`config.mk`:
```
export PLATFORM = sky130hd
export DESIGN_NAME = bp_be_fe_queue_ckpt_flat
export DESIGN_NICKNAME = d
export VERILOG_FILES = /design/src/rtl/bp_be_fe_queue_ckpt_if.sv /design/src/rtl/bp_be_fe_queue_ckpt.sv /design/src/flat_wrapper.sv
export SDC_FILE = /design/constraint.sdc
export NUM_CORES = 1
export LEC_CHECK = 0
export BUFFER_PORTS_ARGS = -buffer_cell sky130_fd_sc_hd__clkbuf_2
export CAP_MARGIN = 10
export CELL_PAD_IN_SITES_DETAIL_PLACEMENT = 0
export CELL_PAD_IN_SITES_GLOBAL_PLACEMENT = 1
export CORE_MARGIN = 3
export CORE_UTILIZATION = 54
export CTS_BUF_LIST = sky130_fd_sc_hd__clkbuf_16
export CTS_CLUSTER_SIZE = 10
export DETAILED_ROUTE_END_ITERATION = 10
export PLACE_DENSITY = 0.86
export SLEW_MARGIN = 20
export SYNTH_ARGS = -nofsm -noshare
export SYNTH_HDL_FRONTEND = slang
export SYNTH_SLANG_ARGS = --single-unit
export TNS_END_PERCENT = 1
```
`constraint.sdc`:
```
create_clock -name clk_i -period 15.9 [get_ports clk_i]
set_input_delay 3.18 -clock clk_i [delete_from_list [all_inputs] [get_ports clk_i]]
set_output_delay 3.18 -clock clk_i [all_outputs]
set_load 0.01 [all_outputs]
```
`src/rtl/bp_be_fe_queue_ckpt_if.sv`:
```
// Handshake bundle between the FE/BE and the checkpointed fe_queue.
// The FE/BE side drives the master modport and the queue implements the slave modport.
interface bp_be_fe_queue_ckpt_if #(
  parameter int width_p = 128
);
  logic [width_p-1:0] fe_queue_i;
  logic               fe_queue_v_i;
  logic               fe_queue_ready_o;
  logic [width_p-1:0] fe_queue_o;
  logic               fe_queue_v_o;
  logic               fe_queue_yumi_i;
  logic               fe_queue_deq_i;
  logic               fe_queue_roll_i;
  logic               fe_queue_clr_i;

  modport master (
    output fe_queue_i, fe_queue_v_i, fe_queue_yumi_i,
           fe_queue_deq_i, fe_queue_roll_i, fe_queue_clr_i,
    input  fe_queue_ready_o, fe_queue_o, fe_queue_v_o
  );

  modport slave (
    input  fe_queue_i, fe_queue_v_i, fe_queue_yumi_i,
           fe_queue_deq_i, fe_queue_roll_i, fe_queue_clr_i,
    output fe_queue_ready_o, fe_queue_o, fe_queue_v_o
  );
endinterface

```
`src/rtl/bp_be_fe_queue_ckpt.sv`:
```
// Checkpointed FIFO between FE and BE.
// The FE enqueues packets. The BE reads them speculatively (yumi), commits them (deq),
// replays from the commit point (roll) or flushes everything (clr).
// Pointers carry one extra wrap bit. Full and empty are therefore exact across unlimited wraps.
module bp_be_fe_queue_ckpt #(
  parameter int els_p   = 8,
  parameter int width_p = 128
) (
  input  logic                  clk_i,
  input  logic                  reset_n_i,
  bp_be_fe_queue_ckpt_if.slave  q_if
);

  localparam int idx_width_lp = $clog2(els_p);
  localparam int ptr_width_lp = idx_width_lp + 1;
  localparam logic [ptr_width_lp-1:0] ptr_one_lp = ptr_width_lp'(1);
  localparam logic [ptr_width_lp-1:0] ptr_els_lp = ptr_width_lp'(els_p);

  logic [ptr_width_lp-1:0] wptr_q, wptr_d;
  logic [ptr_width_lp-1:0] rptr_q, rptr_d;
  logic [ptr_width_lp-1:0] cptr_q, cptr_d;
  logic [width_p-1:0]      mem_q [els_p];
  logic                    mem_we;
  logic [ptr_width_lp-1:0] occupancy;
  logic                    full;
  logic                    enq_fire;

  // Status is derived from registered pointers only, so inputs never reach outputs combinationally.
  assign occupancy = wptr_q - cptr_q;
  assign full      = (occupancy == ptr_els_lp);
  assign enq_fire  = q_if.fe_queue_v_i & ~full;

  assign q_if.fe_queue_ready_o = ~full;
  assign q_if.fe_queue_v_o     = (rptr_q != wptr_q);
  assign q_if.fe_queue_o       = mem_q[rptr_q[idx_width_lp-1:0]];

  // Next-pointer logic with priority clr > roll > {yumi, deq, enq}.
  always_comb begin
    // NOTE: every output gets a default first so no path leaves a value held, which avoids inferred latches.
    wptr_d = wptr_q;
    rptr_d = rptr_q;
    cptr_d = cptr_q;
    mem_we = 1'b0;
    if (q_if.fe_queue_clr_i) begin
      // A concurrent enqueue is handshaken but dropped, so wptr stays where it is.
      rptr_d = wptr_q;
      cptr_d = wptr_q;
    end else begin
      if (enq_fire) begin
        wptr_d = wptr_q + ptr_one_lp;
        mem_we = 1'b1;
      end
      if (q_if.fe_queue_deq_i) begin
        cptr_d = cptr_q + ptr_one_lp;
      end
      // Roll returns to the commit point after any same-cycle commit has been applied.
      if (q_if.fe_queue_roll_i) begin
        rptr_d = cptr_d;
      end else if (q_if.fe_queue_yumi_i) begin
        rptr_d = rptr_q + ptr_one_lp;
      end
    end
  end

  // Pointer registers; an asynchronous reset empties the queue immediately.
  always_ff @(posedge clk_i or negedge reset_n_i) begin
    // NOTE: sequential state uses non-blocking assignments so all flops update from the same pre-edge values.
    if (!reset_n_i) begin
      wptr_q <= '0;
      rptr_q <= '0;
      cptr_q <= '0;
    end else begin
      wptr_q <= wptr_d;
      rptr_q <= rptr_d;
      cptr_q <= cptr_d;
    end
  end

  // Packet storage, written at the enqueue pointer.
  always_ff @(posedge clk_i) begin
    // NOTE: storage is deliberately not reset; empty pointers already mask stale contents.
    if (mem_we) begin
      mem_q[wptr_q[idx_width_lp-1:0]] <= q_if.fe_queue_i;
    end
  end

  // Protocol checks for the BE side. They are ignored where clr or roll discards the event.
  a_yumi_when_empty: assert property (@(posedge clk_i) disable iff (!reset_n_i)
    !(q_if.fe_queue_yumi_i && !q_if.fe_queue_v_o && !q_if.fe_queue_clr_i && !q_if.fe_queue_roll_i))
    else $error("yumi asserted with no valid packet");

  a_deq_nothing_read: assert property (@(posedge clk_i) disable iff (!reset_n_i)
    !(q_if.fe_queue_deq_i && (cptr_q == rptr_q) && !q_if.fe_queue_clr_i))
    else $error("deq asserted with no read-but-uncommitted packet");

  a_occupancy_bound: assert property (@(posedge clk_i) disable iff (!reset_n_i)
    occupancy <= ptr_els_lp)
    else $error("occupancy exceeds queue depth");

endmodule

```
`src/flat_wrapper.sv`:
```
// flat-port wrapper written by rule: the top's interface ports become plain ports
module bp_be_fe_queue_ckpt_flat 
#(
  parameter int els_p   = 8,
  parameter int width_p = 128
)
  (clk_i, reset_n_i, q_if_fe_queue_i, q_if_fe_queue_v_i, q_if_fe_queue_yumi_i, q_if_fe_queue_deq_i, q_if_fe_queue_roll_i, q_if_fe_queue_clr_i, q_if_fe_queue_ready_o, q_if_fe_queue_o, q_if_fe_queue_v_o);
  bp_be_fe_queue_ckpt_if #(.width_p(width_p)) q_if_i ();
  input  logic clk_i;
  input  logic reset_n_i;
  input wire logic [$bits(q_if_i.fe_queue_i)-1:0] q_if_fe_queue_i;
  input wire logic [$bits(q_if_i.fe_queue_v_i)-1:0] q_if_fe_queue_v_i;
  input wire logic [$bits(q_if_i.fe_queue_yumi_i)-1:0] q_if_fe_queue_yumi_i;
  input wire logic [$bits(q_if_i.fe_queue_deq_i)-1:0] q_if_fe_queue_deq_i;
  input wire logic [$bits(q_if_i.fe_queue_roll_i)-1:0] q_if_fe_queue_roll_i;
  input wire logic [$bits(q_if_i.fe_queue_clr_i)-1:0] q_if_fe_queue_clr_i;
  output wire logic [$bits(q_if_i.fe_queue_ready_o)-1:0] q_if_fe_queue_ready_o;
  output wire logic [$bits(q_if_i.fe_queue_o)-1:0] q_if_fe_queue_o;
  output wire logic [$bits(q_if_i.fe_queue_v_o)-1:0] q_if_fe_queue_v_o;
  assign q_if_i.fe_queue_i = q_if_fe_queue_i;
  assign q_if_i.fe_queue_v_i = q_if_fe_queue_v_i;
  assign q_if_i.fe_queue_yumi_i = q_if_fe_queue_yumi_i;
  assign q_if_i.fe_queue_deq_i = q_if_fe_queue_deq_i;
  assign q_if_i.fe_queue_roll_i = q_if_fe_queue_roll_i;
  assign q_if_i.fe_queue_clr_i = q_if_fe_queue_clr_i;
  assign q_if_fe_queue_ready_o = q_if_i.fe_queue_ready_o;
  assign q_if_fe_queue_o = q_if_i.fe_queue_o;
  assign q_if_fe_queue_v_o = q_if_i.fe_queue_v_o;
  bp_be_fe_queue_ckpt #(.els_p(els_p), .width_p(width_p)) u_core (.clk_i(clk_i), .reset_n_i(reset_n_i), .q_if(q_if_i));
endmodule
```
==> reports/qor.csv, run 1 <==
metric,value,unit
status,finished clean,
min_from,u_core.wptr_q[3],
holdCritPathClass,flop to flop,
wl_per_cell,26.1,microns
placed_cells,2739,
route.detailed.drc,0,
cp_max_fo,114,
ys_ff_latch,1036,
crit_arrival,3780,ps
start_util,54.7,%
cp-start-kind,flop,
drv_slew,0,
setup_viol,0,
min_period_over_period,43.8,%
synth_cell_types,32,
coreArea,0.0716,sq mm
yosys-top-cells-count,"edfxtp_1 (1024), mux4_2 (256), mux2_2 (130), clkbuf_1 (31), buf_2 (30)",
crit_required,12720,ps
cts-htree-levels,3,
tightest_slew,1080,ps
grt_max_degree,137,
fin_total_pwr,7580,uW
gp_congestion,0.713,
postRouteAntennaNets,0,
synth_nets,1722,
synth_async_sr_flop_share,1.16,%
fin_crit,6960,ps
synth_top_area_share,78.5,%
post_dp_cell_area,0.0416,sq mm
cts_setup_buffers,0,
grt_pass1_vias,18500,
vias,17300,
multi_input_area,0.00782,sq mm
worst_r2r_endpoint,u_core.mem_q[6][118],
cp_num_buf_inv,3,
row_count,98,
chipWidth,275,microns
synthCells,1581,
clkLatencyLatePin,650,ps
synthMostInstantiatedCell,edfxtp_1,
yosys.area.top_type,edfxtp_1,
whs_path_depth,1,
skew,24.8,ps
grt_overflow,0,
grt_util_all_layers,20.3,%
holdPathEnd,u_core.cptr_q[3],
rr_startpoint,u_core.wptr_q[2],
synthTopCellsByArea,"edfxtp_1 (79%), mux4_2 (15%), mux2_2 (3.7%)",
peakVddDrop,0.136,mV
cpPeakStageDelay,730,ps
die_area,0.0758,sq mm
nets,2046,
yosys_warnings,0,
die_y,275,microns
place_hpwl,38.2,mm
critPathSlowestCell,buf_4,
cts_root_buf,clkbuf_16,
via_per_inst,5.99,
holdBufCountCts,0,
fin_area,0.0447,sq mm
port_buffers,264,
r2r_setup_slack,11040,ps
critPathKind,flop to output port,
first_iter_violations,1357,
nFillCells,4701,
syn_area,0.0392,sq mm
drive_gt1_share,41.9,%
rsz0062_at_grt,no,
hold_violations,0,
cts_tree,yes,
cts_sinks,1036,
cp_top_family,buffers and inverters,
syn_to_final_growth,14.2,%
synth_edf_count,1024,
dr.pass1.iters,7,
regArea,0.0311,sq mm
syn_area_per_cell,24.8,sq um
leakage,0.0145,uW
cp_cell_sequence,buf_4 -> buf_12 -> mux4_2 -> mux2_2 -> clkbuf_2,
grt_pass1_wl,114,mm
cts.repair.resized,0,
fin_setup_tns,0,ps
relSlewSlack,27.9,%
cts.reportedPaths.clkPinSlew,60,ps
reg2reg_depth,8,
stdcell_count,2887,
end_kind,output port,
fmax,144,MHz
drv_cap,0,
clockBufferDepth,3,
antenna_found_initial,14,
pwr_density_cell,170,mW/mm^2
drt_wl_total,75.3,mm
ys_seq_area_share,79.3,%
numCtsBuffers,114,
num_io_pins,265,
synth-main-ff-cell,edfxtp_1,
[power by group]
group / switching [uW] / total, uW / internal, uW
combinational: 1030 / 2010 / 973
clock: 927 / 2210 / 1280
sequential: 109 / 3370 / 3260
[per-stage QoR]
stage / setup WS [ps] / hold WS, ps / utilization, %
after floorplan: 2790 / 584 / -
after global placement: 9000 / 615 / 58.2
after detailed placement: 9010 / 636 / 58.2
after CTS: 8690 / 658 / 62.4
after global routing: 8580 / 675 / 62.4
final: 8940 / 643 / 62.4
[worst max-delay path by stage]
stage	from	end	slack, ps	cells after the start
after detailed placement	q_if_fe_queue_clr_i	u_core.mem_q[6][126]	9010	6
after CTS	u_core.rptr_q[0]	q_if_fe_queue_o[51]	8690	5
after global placement	q_if_fe_queue_clr_i	u_core.mem_q[6][126]	9000	6
final	u_core.rptr_q[0]	q_if_fe_queue_o[88]	8940	5
after global routing	u_core.rptr_q[0]	q_if_fe_queue_o[41]	8580	5
after floorplan	q_if_fe_queue_clr_i	u_core.mem_q[0][0]	2790	3
[state kept, by name (all words and copies together) (netlist names)]
register	count
u_core.mem_q	1024
u_core.cptr_q	4
u_core.rptr_q	4
u_core.wptr_q	4
[layout make-up]
class / count / share of cell area, %
Sequential cell: 1036 / 69.5
Clock buffer: 116 / 6.49
Inverter: 4 / 0.0336
Timing Repair Buffer: 286 / 3.50
Multi-Input combinational cell: 463 / 17.5
Antenna cell: 6 / 0.0336
Tap cell: 950 / 2.66
Clock inverter: 26 / 0.336
[logic make-up (layout without fill, tap and decap cells)]
logic type / Yosys count / after routing / synth area share [%]
muxes: 388 / 388 / 18.5
adders and majority gates: 6 / 6 / 0.192
AOI/OAI and AO/OA: 13 / 13 / 0.252
xor gates and xnor gates: 15 / 15 / 0.335
and+or+nand+nor: 41 / 41 / 0.514
DFF: 1036 / 1036 / 79.3
other: 0 / 6 / 0
buffers and inverters: 82 / 432 / 0.891
[layout by cell type, fill, tap and decap left out, types with 2 or more instances in the layout]
cell type and count:
a221o_1 2, nor3_1 3, nor3_2 2, xor2_1 5, nand2_1 11, nor2b_1 2
nor2_4 6, diode_2 6, o21ai_0 4, edfxtp_1 1024, dfrtp_1 9, inv_1 23
a21oi_1 2, clkbuf_16 116, mux4_2 256, clkbuf_2 264, nor2_1 6, nand4_1 4
buf_12 6, mux2_2 130, ha_1 6, a21o_1 2, inv_6 2, xnor2_1 10
buf_4 15, dfrtp_4 3, clkinv_8 3, nand2b_1 2
[metal layers]
metal,GRT usage [%],up-vias,wire length [microns]
li1,-,7383,-
met1,27.1,9197,29500
met2,33.4,567,38300
met3,5.64,130,5920
met4,5.49,18,1490
met5,0,-,120
(Power assumes the default switching activity.)
==> run 2, diff against run 1 <==
==> constraint.sdc (replaced) <==
create_clock -name clk_i -period 7.3 [get_ports clk_i]
set_input_delay 1.46 -clock clk_i [delete_from_list [all_inputs] [get_ports clk_i]]
set_output_delay 1.46 -clock clk_i [all_outputs]
set_load 0.01 [all_outputs]
==> reports/qor.csv, run 2 (synthesized netlist as in run 1, its figures left out) <==
metric,value,unit
status,finished clean,
postRouteAntennaNets,0,
drive_gt1_share,42.3,%
chipWidth,275,microns
num_io_pins,265,
place_ws,3000,ps
hold_violations,0,
fmax,203,MHz
cp_top_family,flip-flops,
tightest_slew,1030,ps
row_count,98,
pwr_density_cell,370,mW/mm^2
place_hpwl,41.6,mm
cp-start-kind,flop,
grt_max_degree,128,
cts_setup_buffers,0,
holdBufCountCts,0,
fin_total_pwr,16600,uW
fin_crit,4930,ps
cts.reportedPaths.clkPinSlew,60,ps
end_kind,output port,
die_area,0.0758,sq mm
grt_pass1_vias,18600,
relSlewSlack,31.5,%
cts_sinks,1036,
vias,17400,
startpoint,u_core.rptr_q[0],
min_period_over_period,67.5,%
critPathSlowestCell,dfrtp_4,
placed_cells,2749,
antenna_found_initial,18,
via_per_inst,6.00,
final_cell_mix,"edfxtp_1 (1024), clkbuf_2 (264), mux4_2 (256)",
cts-htree-levels,3,
nets,2056,
stdcell_count,2895,
cts_root_buf,clkbuf_16,
rsz0062_at_grt,no,
cts_tree,yes,
drv_cap,0,
largest_reg_flops,1024,
setup_ws,2370,ps
cp_cell_sequence,buf_12 -> mux4_2 -> mux2_2 -> clkbuf_2,
drv_slew,0,
route.detailed.drc,0,
cp_max_fo,92,
crit_required,5840,ps
setup_viol,0,
start_util,54.7,%
grt_overflow,0,
clockBufferDepth,3,
die_y,275,microns
peakVddDrop,0.290,mV
crit_arrival,3470,ps
wl_per_cell,26.7,microns
numCtsBuffers,114,
rr_startpoint,u_core.wptr_q[2],
holdCritPathClass,input pin to async pin,
syn_to_final_growth,14.4,%
cts.repair.resized,0,
grt_pass1_wl,117,mm
leakage,0.0145,uW
skew,14.7,ps
gp_congestion,0.723,
coreArea,0.0716,sq mm
layout_commonest_cell,edfxtp_1,
grt_util_all_layers,21.0,%
port_buffers,264,
first_iter_violations,1550,
cpPeakStageDelay,910,ps
critPathKind,flop to output port,
cp_num_buf_inv,2,
clkLatencyLatePin,670,ps
drt_wl_total,77.4,mm
dr.pass1.iters,5,
run 2: changes by cell type in the layout (fill, tap and decap cells not counted), sizes merged:
cell / delta
buf: +10
clkinvlp: -1
clkbuf: -1
diode: +3
clkinv: +3
inv: -6
run 2: through the flow:
step           setup TNS, ps  util, %  area [sq um]  hold WS, ps
2_1_floorplan        -450710        -         39200          584
3_3_place_gp               0     58.2         41700          640
3_5_place_dp               0     58.2         41700          641
4_1_cts                    0     62.5         44800          634
5_1_grt                    0     62.5         44800          652
6_report                   0     62.5         44800          681
run 2: cell type report:
cell class	instances	area [sq um]
timing repair buffer	296	1610
tap	950	1190
fill	4687	26800
inverter	4	15.0
multi-input combinational	463	7830
sequential	1036	31100
clock inverter	22	175
clock buffer	115	2880
antenna	9	22.5
run 2: metal layers:
| layer | part of all wire [%] | global-route usage (%) | vias up | wire length, microns |
|---|---|---|---|---|
| li1 | - | - | 7403 | - |
| met1 | 40 | 28.9 | 9239 | 31200 |
| met3 | 7.5 | 5.89 | 148 | 5800 |
| met2 | 50 | 33.1 | 555 | 38300 |
| met4 | 2.6 | 6.82 | 16 | 2040 |
| met5 | 0.12 | 0 | - | 91 |
run 2: worst paths after layout:
path,end,slack (ps),cells past startpoint
max,q_if_fe_queue_o[61],2370,4
min reg2reg,u_core.cptr_q[3],690,1
max reg2reg,u_core.mem_q[4][37],3260,8
max in group asynchronous,u_core.rptr_q[0],6350,1
min in group clk_i,u_core.cptr_q[3],690,1
min,u_core.rptr_q[1],680,1
run 2: report_power, final:
| group | total [uW] | internal (uW) | switching (uW) |
|---|---|---|---|
| Combinational | 4330 | 2120 | 2210 |
| Sequential | 7420 | 7100 | 316 |
| Clock | 4830 | 2780 | 2060 |
| Total | 16600 | 12000 | 4580 |
==> run 3, diff against run 2 <==
==> constraint.sdc (replaced) <==
create_clock -name clk_i -period 4.55 [get_ports clk_i]
set_input_delay 0.91 -clock clk_i [delete_from_list [all_inputs] [get_ports clk_i]]
set_output_delay 0.91 -clock clk_i [all_outputs]
set_load 0.01 [all_outputs]
==> reports/qor.csv, run 3 (synthesized netlist as in run 1, its figures left out) <==
metric,value,unit
die_area,0.0758,sq mm
setup_viol,0,
cts_tree,yes,
peakVddDrop,0.397,mV
leakage,0.0147,uW
holdCritPathClass,input pin to async pin,
cts_setup_buffers,0,
port_buffers,264,
p_sw_share,27.6,%
cts_root_buf,clkbuf_16,
status,finished clean,
clockBufferDepth,3,
largest_reg_flops,1024,
coreArea,0.0716,sq mm
final_cell_mix,"edfxtp_1 (1024), clkbuf_2 (264), mux4_2 (256)",
relSlewSlack,43.4,%
place_hpwl,42.1,mm
dr.pass1.iters,4,
cts_sinks,1036,
p_switching,7420,uW
holdBufCountCts,0,
critPathKind,flop to output port,
stdcell_count,2903,
cp_cell_sequence,buf_12 -> buf_4 -> mux4_2 -> mux2_2 -> clkbuf_2,
p_int,19500,uW
die_y,275,microns
p_comb_share,27.2,%
postRouteAntennaNets,0,
rsz0062_at_grt,no,
start_util,54.7,%
fin_area,0.0452,sq mm
cts.repair.resized,0,
fin_crit,3880,ps
fin_total_pwr,26900,uW
hold_violations,0,
cp-start-kind,flop,
grt_overflow,0,
crit_arrival,2970,ps
tightest_slew,850,ps
cp_num_buf_inv,3,
regArea,0.0311,sq mm
nets,2069,
vias,17500,
crit_required,3640,ps
via_per_inst,6.04,
wl_per_cell,27.0,microns
syn_to_final_growth,15.4,%
numCtsBuffers,114,
multi_input_area,0.00788,sq mm
grt_max_degree,84,
post_dp_cell_area,0.0421,sq mm
grt_pass1_vias,18800,
route.detailed.drc,0,
fin_util,63.1,%
antenna_found_initial,15,
pwr_density_cell,596,mW/mm^2
placed_cells,2762,
drv_slew,0,
cp_top_family,multiplexers,
cts.reportedPaths.clkPinSlew,60,ps
power_frac_seq,43.9,%
gp_congestion,0.763,
num_io_pins,265,
nFillCells,4630,
drt_wl_total,78.5,mm
cp_max_fo,20,
chipWidth,275,microns
critPathSlowestCell,dfrtp_4,
skew,12.6,ps
grt_pass1_wl,118,mm
fmax,257,MHz
min_period_over_period,85.4,%
grt_util_all_layers,21.0,%
drv_cap,0,
clkPwrFrac,28.9,%
clkLatencyLatePin,660,ps
cpPeakStageDelay,660,ps
end_kind,output port,
drive_gt1_share,43.2,%
row_count,98,
first_iter_violations,1542,
cts-htree-levels,3,
layout_commonest_cell,edfxtp_1,
r2r_setup_slack,1290,ps
## run 3: cell count changes in the layout (fill, tap and decap cells not counted), sizes merged
cell	delta
buf	+13
clkbuf	+2
clkinv	-3
clkinvlp	+1
diode	-5
## run 3: stage by stage
stage	setup WS (ps)	hold slack (ps)	setup TNS [ps]
after detailed placement	1290	630	0
final	666	162	0
after global routing	482	148	0
after global placement	1290	614	0
after floorplan	-812	577	-681500
after CTS	561	122	0
## run 3: final timing paths
path	startpoint	end	cells after the start
max	u_core.rptr_q[0]	q_if_fe_queue_o[18]	5
min	reset_n_i	u_core.rptr_q[1]	1
max reg2reg	u_core.wptr_q[2]	u_core.mem_q[1][98]	7
min reg2reg	u_core.wptr_q[3]	u_core.cptr_q[3]	1
max in group asynchronous	reset_n_i	u_core.rptr_q[0]	1
min in group clk_i	q_if_fe_queue_i[25]	u_core.mem_q[4][25]	1
## run 3: area by class of cell
cell class | instances | area share, %
clock buffers | 117 | 6.48
diodes | 4 | 0.0222
well taps | 950 | 2.63
inverters | 4 | 0.0388
multi-input cells | 463 | 17.4
flip-flops and latches | 1036 | 68.7
clock inverters | 20 | 0.280
repair buffers | 309 | 4.36
## run 3: routing by layer
| layer | vias up | wire (microns) | track usage [%] |
|---|---|---|---|
| met5 | - | 141 | 0 |
| met4 | 22 | 1660 | 6.35 |
| met3 | 139 | 5350 | 5.08 |
| met2 | 568 | 40000 | 34.1 |
| met1 | 9388 | 31400 | 28.9 |
| li1 | 7424 | - | - |
## run 3: power groups by stage
stage,combinational [uW],clock [uW],sequential [uW]
after floorplan,5070,0,11800
after global placement,7340,0,11900
after detailed placement,7440,0,12000
after CTS,7510,7930,11800
after global routing,7880,8330,11900
final,7330,7770,11800
